File: src/rtl/pixel_loader.sv
// Pixel loader: accepts a raster-ordered pixel stream through a small FIFO
// and writes each pixel into an image memory at (row, col), with a write
// port that can be stalled while the controller reads the window.
module pixel_loader #(
    parameter int IMG_ROWS   = 64,
    parameter int IMG_COLS   = 64,
    parameter int FIFO_DEPTH = 4
) (
    input  logic       clk,
    input  logic       rst,
    input  logic       start,
    input  logic       in_valid,
    input  logic [7:0] in_pixel,
    output logic       in_ready,
    input  logic       wr_stall,
    output logic       wr,
    output logic [7:0] addr_row_w,
    output logic [7:0] addr_col_w,
    output logic [7:0] wr_pixel,
    output logic       busy,
    output logic       frame_done
);

    localparam int          AW        = $clog2(FIFO_DEPTH);
    localparam logic [16:0] TOTAL_PIX = 17'(IMG_ROWS * IMG_COLS);
    localparam logic [16:0] LAST_PIX  = TOTAL_PIX - 17'd1;
    localparam logic [7:0]  LAST_ROW  = 8'(IMG_ROWS - 1);
    localparam logic [7:0]  LAST_COL  = 8'(IMG_COLS - 1);
    localparam logic [AW:0] OCC_FULL  = (AW + 1)'(FIFO_DEPTH);
    localparam logic [AW:0] OCC_ZERO  = (AW + 1)'(0);
    localparam logic [AW:0] OCC_ONE   = (AW + 1)'(1);
    localparam logic [AW-1:0] IDX_ONE = AW'(1);

    typedef enum logic [1:0] {
        IDLE  = 2'd0,
        LOAD  = 2'd1,
        DRAIN = 2'd2,
        DONE  = 2'd3
    } state_t;

    state_t        state_q;
    logic          busy_q;
    logic          frame_done_q;

    logic [7:0]    fifo_mem_q [FIFO_DEPTH];
    logic [AW-1:0] wr_idx_q;
    logic [AW-1:0] rd_idx_q;
    logic [AW:0]   occ_q;
    logic [AW:0]   occ_d;

    logic [16:0]   pix_cnt_q;
    logic [7:0]    row_ptr_q;
    logic [7:0]    row_ptr_d;
    logic [7:0]    col_ptr_q;
    logic [7:0]    col_ptr_d;

    logic          wr_q;
    logic [7:0]    addr_row_q;
    logic [7:0]    addr_col_q;
    logic [7:0]    wr_pixel_q;

    logic          fifo_full_s;
    logic          fifo_empty_s;
    logic          start_s;
    logic          in_ready_s;
    logic          push_s;
    logic          pop_s;
    logic          last_px_s;
    logic          last_wr_s;

    // A full FIFO refuses pushes even when a pop frees a slot this cycle.
    assign fifo_full_s  = (occ_q == OCC_FULL);
    assign fifo_empty_s = (occ_q == OCC_ZERO);
    assign start_s      = (state_q == IDLE) && start;
    assign in_ready_s   = (state_q == LOAD) && !fifo_full_s;
    assign push_s       = in_valid && in_ready_s;
    assign pop_s        = !fifo_empty_s && !wr_stall &&
                          ((state_q == LOAD) || (state_q == DRAIN));
    assign last_px_s    = push_s && (pix_cnt_q == LAST_PIX);
    assign last_wr_s    = wr_q && (addr_row_q == LAST_ROW) && (addr_col_q == LAST_COL);

    assign in_ready   = in_ready_s;
    assign wr         = wr_q;
    assign addr_row_w = addr_row_q;
    assign addr_col_w = addr_col_q;
    assign wr_pixel   = wr_pixel_q;
    assign busy       = busy_q;
    assign frame_done = frame_done_q;

    // Next FIFO occupancy and next raster write position.
    always_comb begin
        occ_d     = occ_q;
        row_ptr_d = row_ptr_q;
        col_ptr_d = col_ptr_q;
        if (push_s && !pop_s) begin
            occ_d = occ_q + OCC_ONE;
        end else if (pop_s && !push_s) begin
            occ_d = occ_q - OCC_ONE;
        end else begin
            occ_d = occ_q;
        end
        if (start_s) begin
            row_ptr_d = 8'd0;
            col_ptr_d = 8'd0;
        end else if (pop_s) begin
            if (col_ptr_q == LAST_COL) begin
                col_ptr_d = 8'd0;
                row_ptr_d = (row_ptr_q == LAST_ROW) ? row_ptr_q : row_ptr_q + 8'd1;
            end else begin
                col_ptr_d = col_ptr_q + 8'd1;
            end
        end else begin
            row_ptr_d = row_ptr_q;
            col_ptr_d = col_ptr_q;
        end
    end

    // Frame FSM with its registered status outputs.
    always_ff @(posedge clk) begin
        if (rst) begin
            state_q      <= IDLE;
            busy_q       <= 1'b0;
            frame_done_q <= 1'b0;
        end else begin
            case (state_q)
                IDLE: begin
                    if (start) begin
                        state_q <= LOAD;
                        busy_q  <= 1'b1;
                    end
                    frame_done_q <= 1'b0;
                end
                LOAD: begin
                    if (last_px_s) begin
                        state_q <= DRAIN;
                    end
                end
                DRAIN: begin
                    if (last_wr_s) begin
                        state_q      <= DONE;
                        busy_q       <= 1'b0;
                        frame_done_q <= 1'b1;
                    end
                end
                DONE: begin
                    state_q      <= IDLE;
                    busy_q       <= 1'b0;
                    frame_done_q <= 1'b0;
                end
                default: begin
                    state_q      <= IDLE;
                    busy_q       <= 1'b0;
                    frame_done_q <= 1'b0;
                end
            endcase
        end
    end

    // FIFO storage; contents are only meaningful between the indices.
    always_ff @(posedge clk) begin
        if (push_s) begin
            fifo_mem_q[wr_idx_q] <= in_pixel;
        end
    end

    // FIFO indices, pixel count, raster pointers and the write port registers.
    always_ff @(posedge clk) begin
        if (rst) begin
            wr_idx_q   <= '0;
            rd_idx_q   <= '0;
            occ_q      <= OCC_ZERO;
            pix_cnt_q  <= 17'd0;
            row_ptr_q  <= 8'd0;
            col_ptr_q  <= 8'd0;
            wr_q       <= 1'b0;
            addr_row_q <= 8'd0;
            addr_col_q <= 8'd0;
            wr_pixel_q <= 8'd0;
        end else begin
            occ_q     <= occ_d;
            row_ptr_q <= row_ptr_d;
            col_ptr_q <= col_ptr_d;
            if (push_s) begin
                wr_idx_q <= wr_idx_q + IDX_ONE;
            end
            if (pop_s) begin
                rd_idx_q   <= rd_idx_q + IDX_ONE;
                wr_pixel_q <= fifo_mem_q[rd_idx_q];
                addr_row_q <= row_ptr_q;
                addr_col_q <= col_ptr_q;
            end
            wr_q <= pop_s;
            if (start_s) begin
                pix_cnt_q <= 17'd0;
            end else if (push_s) begin
                pix_cnt_q <= pix_cnt_q + 17'd1;
            end
        end
    end

endmodule

File: config.mk
export PLATFORM = sky130hd
export DESIGN_NAME = pixel_loader
export DESIGN_NICKNAME = d
export VERILOG_FILES = /design/src/rtl/pixel_loader.sv
export SDC_FILE = /design/constraint.sdc
export NUM_CORES = 1
export LEC_CHECK = 0
export ABC_AREA = 1
export CAP_MARGIN = 0
export CORE_ASPECT_RATIO = 1.75
export CORE_MARGIN = 2
export CORE_UTILIZATION = 46
export DETAILED_ROUTE_END_ITERATION = 8
export GPL_TIMING_DRIVEN = 0
export PLACE_DENSITY = 0.68
export RECOVER_POWER = 100
export SYNTH_ARGS = -nofsm -noshare
export SYNTH_HDL_FRONTEND = slang
export SYNTH_SLANG_ARGS = --single-unit
File: constraint.sdc
create_clock -name clk -period 5.05 [get_ports clk]
set_input_delay 1.01 -clock clk [delete_from_list [all_inputs] [get_ports clk]]
set_output_delay 1.01 -clock clk [all_outputs]
set_load 0.02 [all_outputs]
==> results.py <==
metrics = {
    "timing": {
        "fmax_mhz": 287.6,
        "min_period_ns": 3.477,
        "post-route-period-util": 0.6885,
        "fin_worst_skew_ns": 0.006605,
        "setup_viol_count_final": 0,
        "tightest_slew_ns": 0.8337,
        "rsz0062_at_grt": "false",
        "final_hold_viol_count": 0,
        "maxSlewHeadroom": 0.4421,
        "slew_viol_final": 0,
        "tns_ns": 0,
    },
    "setup_path": {
        "worst_path_max_delay_cell": "dlygate4sd3_1",
        "slowest_delay_ns": 0.54,
        "worstPathRequired_ns": 5.28,
        "path_max_fanout": 10,
        "path_class": "input port to flip-flop",
        "arrival_ns": 3.71,
        "start_kind": "input port",
        "crit_path_end_kind": "flip-flop",
        "path_cells": "dlygate4sd3_1 -> nor2_1 -> nand2_1 -> clkbuf_1 -> clkbuf_1 -> ha_1 -> inv_1 -> fa_1 -> a21oi_1 -> o21ai_0 -> o21ai_0 -> a21oi_1",
    },
    "place": {
        "placed_area_sq_mm": 0.005002,
        "gp_congestion": 0.8911,
        "port_buffers": 40,
        "hpwlAfterDp_mm": 7.175,
    },
    "synthesis": {
        "syn_area_per_cell_sq_um": 8.589,
        "synthDistinctLibCells": 33,
        "syn_nets": 546,
        "synthArstFlopShare": 0,
        "synth_seq_cells": 101,
        "synthCells": 518,
        "ys.flop_type": "dfxtp_1",
        "synth-seq-area-share": 0.5264,
        "synth_area_sq_mm": 0.004449,
        "synth_edf_count": 32,
        "yosys_warnings": 0,
    },
    "clock_network": {
        "clk_path_buf_depth": 2,
        "clk_latency_ns": 0.35,
        "cts_resized": 0,
        "cts-root-buf": "clkbuf_16",
        "clk_pin_slew_ns": 0.07,
        "cts_max_level": 3,
        "cts_buffers": 9,
        "cts.sinks": 101,
        "cts_tree": "done",
        "cts_hold_buf": 0,
        "cts_setup_buffers": 0,
    },
    "layout": {
        "final_cell_area_sq_mm": 0.005255,
        "fin_nets": 597,
        "drive_gt1_frac": 0.05575,
        "insertedDiodeCount": 0,
        "area_growth_pct": 18.11,
    },
    "power_and_ir_drop": {
        "netSwitchingPower_mw": 0.8448,
        "power.internal_mw": 1.596,
        "p_clk_frac": 0.286,
        "p_leak_nw": 1.946,
        "pwr-share-seq": 0.421,
        "ir_drop_uv": 247.4,
        "switching_share": 0.3461,
        "power_density_mw_per_mm2": 464.6,
        "p_comb_frac": 0.293,
    },
    "global_route": {
        "grt_antenna_before_repair": 0,
        "grt_pass1_vias": 3644,
        "grt_usage": 0.2012,
        "grt_first_pass_wirelength_mm": 16.42,
        "grt_max_degree": 18,
        "grt-ovfl-total": 0,
    },
    "route": {
        "vias_per_cell": 5.216,
        "drc_errors": 0,
        "drtIter0Drc": 202,
        "drt.antenna.violating_nets": 0,
        "dr_total_vias": 3630,
        "dr.pass1.iters": 4,
        "post_drt_wl_per_cell_um": 14.30,
        "drt_wl_total_mm": 9.954,
    },
    "floorplan": {
        "start_util": 0.4729,
        "ios": 41,
        "row_count": 47,
        "die_area_sq_mm": 0.01051,
        "dieHeight_um": 134.1,
        "fp.dieW_um": 78.35,
        "coreArea_sq_mm": 0.009409,
    },
    "status": {
        "status": "finished, final reports clean",
    },
    "worst_hold_path": {
        "min_path_type": "flip-flop to flip-flop",
    },
    "run": {
        "drv_cap": 0,
    },
}
through the flow:
stage          power, mW  cells  setup WS [ns]    util  hold slack (ns)
2_1_floorplan      1.516    518          2.445       -           0.4445
3_5_place_dp       1.806    680          1.636  0.5316           0.4643
5_1_grt            2.594    696          1.314  0.5585           0.5061
3_3_place_gp       1.788    680          1.679  0.5316           0.4545
4_1_cts            2.505    696          1.996  0.5634           0.4745
6_report           2.441    696          1.573  0.5585           0.4712
power by group through the flow:
stage | clock network (mW) | registers (mW) | logic (mW)
3_3_place_gp | 0 | 1.04 | 0.744
5_1_grt | 0.742 | 1.04 | 0.809
6_report | 0.699 | 1.03 | 0.715
4_1_cts | 0.711 | 1.03 | 0.763
3_5_place_dp | 0 | 1.05 | 0.759
2_1_floorplan | 0 | 1.11 | 0.402
state kept, by name (all words and copies together) (netlist names):
name        count
frame_done      1
wr_idx_q        2
rd_idx_q        2
addr_col_w      8
addr_row_w      8
row_ptr_q       8
state_q         2
wr_pixel        8
busy            1
occ_q           3
fifo_mem_q     32
wr              1
pix_cnt_q      17
col_ptr_q       8
path summary, 6_finish.rpt:
kind,startpoint,depth (start not counted),slack (ns),endpoint
setup / recovery,wr_stall,12,1.57,occ_q[2]
hold / removal,pix_cnt_q[14],2,0.47,pix_cnt_q[14]
setup reg to reg,state_q[0],14,1.88,occ_q[2]
hold reg to reg,pix_cnt_q[14],2,0.47,pix_cnt_q[14]
worst max-delay path: cells and delay by family:
kind            cells  cell delay, ns
buf+inv             4            1.42
fa+ha+maj           2            0.61
compound gates      4            0.46
simple gates        2            0.20
layout make-up:
type / count / area, sq um
Timing Repair Buffer: 40 / 400.4
Clock inverter: 6 / 70.07
Inverter: 53 / 200.2
Tap cell: 122 / 152.6
Clock buffer: 10 / 229.0
Multi-Input combinational cell: 347 / 1792
Sequential cell: 101 / 2342
Buffer: 17 / 68.82
Fill cell: 871 / 4154
routing by layer:
layer / up-vias / share of wire / GRT usage
li1: 1817 / - / -
met1: 1722 / 0.40 / 0.2167
met2: 72 / 0.55 / 0.3683
met3: 19 / 0.026 / 0.04374
met4: 0 / 0.025 / 0.09357
met5: - / 0 / 0
placed cells by master, fill, tap and decap left out, drive strengths merged:
master / synthesis / layout
a21oi: 40 / 40
nand3b: 1 / 1
ha: 14 / 14
nand2: 64 / 64
bufinv: 0 / 1
clkinvlp: 0 / 2
dfxtp: 69 / 69
fa: 1 / 1
edfxtp: 32 / 32
xnor2: 5 / 5
inv: 52 / 55
nor3: 12 / 12
clkinv: 1 / 1
xor2: 13 / 13
nor2: 102 / 102
dlygate4sd3: 0 / 39
a31oi: 9 / 9
o21ai: 56 / 56
nor4: 2 / 2
buf: 11 / 4
nand4: 9 / 9
clkdlybuf4s50: 0 / 1
nand3: 18 / 18
clkbuf: 6 / 23
nor3b: 1 / 1
cell families (layout without fill, tap and decap cells):
logic type / Yosys count / after routing / synth area share
buffers and inverters: 70 / 126 / 0.06355
xor gates and xnor gates: 18 / 18 / 0.03543
DFF: 101 / 101 / 0.5264
adders and majority gates: 15 / 15 / 0.04387
AOI/OAI and AO/OA: 105 / 105 / 0.1215
and+or+nand+nor: 209 / 209 / 0.2092
Yosys cell counts (2+ instances only):
| cell | n | area, sq um |
|---|---|---|
| ha_1 | 14 | 175.2 |
| inv_2 | 5 | 18.77 |
| xor2_1 | 13 | 113.9 |
| o21ai_1 | 3 | 15.01 |
| o21ai_0 | 53 | 265.3 |
| nor2_1 | 99 | 371.6 |
| nand2_1 | 60 | 225.2 |
| clkbuf_1 | 6 | 22.52 |
| nor3_1 | 9 | 45.04 |
| nand3_1 | 16 | 80.08 |
| edfxtp_1 | 32 | 960.9 |
| a31oi_1 | 9 | 56.30 |
| xnor2_1 | 5 | 43.79 |
| nand3_2 | 2 | 20.02 |
| nor3_2 | 2 | 20.02 |
| a21oi_1 | 39 | 195.2 |
| nand4_1 | 9 | 56.30 |
| inv_1 | 47 | 176.4 |
| buf_2 | 9 | 45.04 |
| dfxtp_1 | 69 | 1381 |
| nand2_2 | 4 | 25.02 |
| nor2_2 | 2 | 12.51 |
Note: power is estimated with default switching activity, not from simulation.
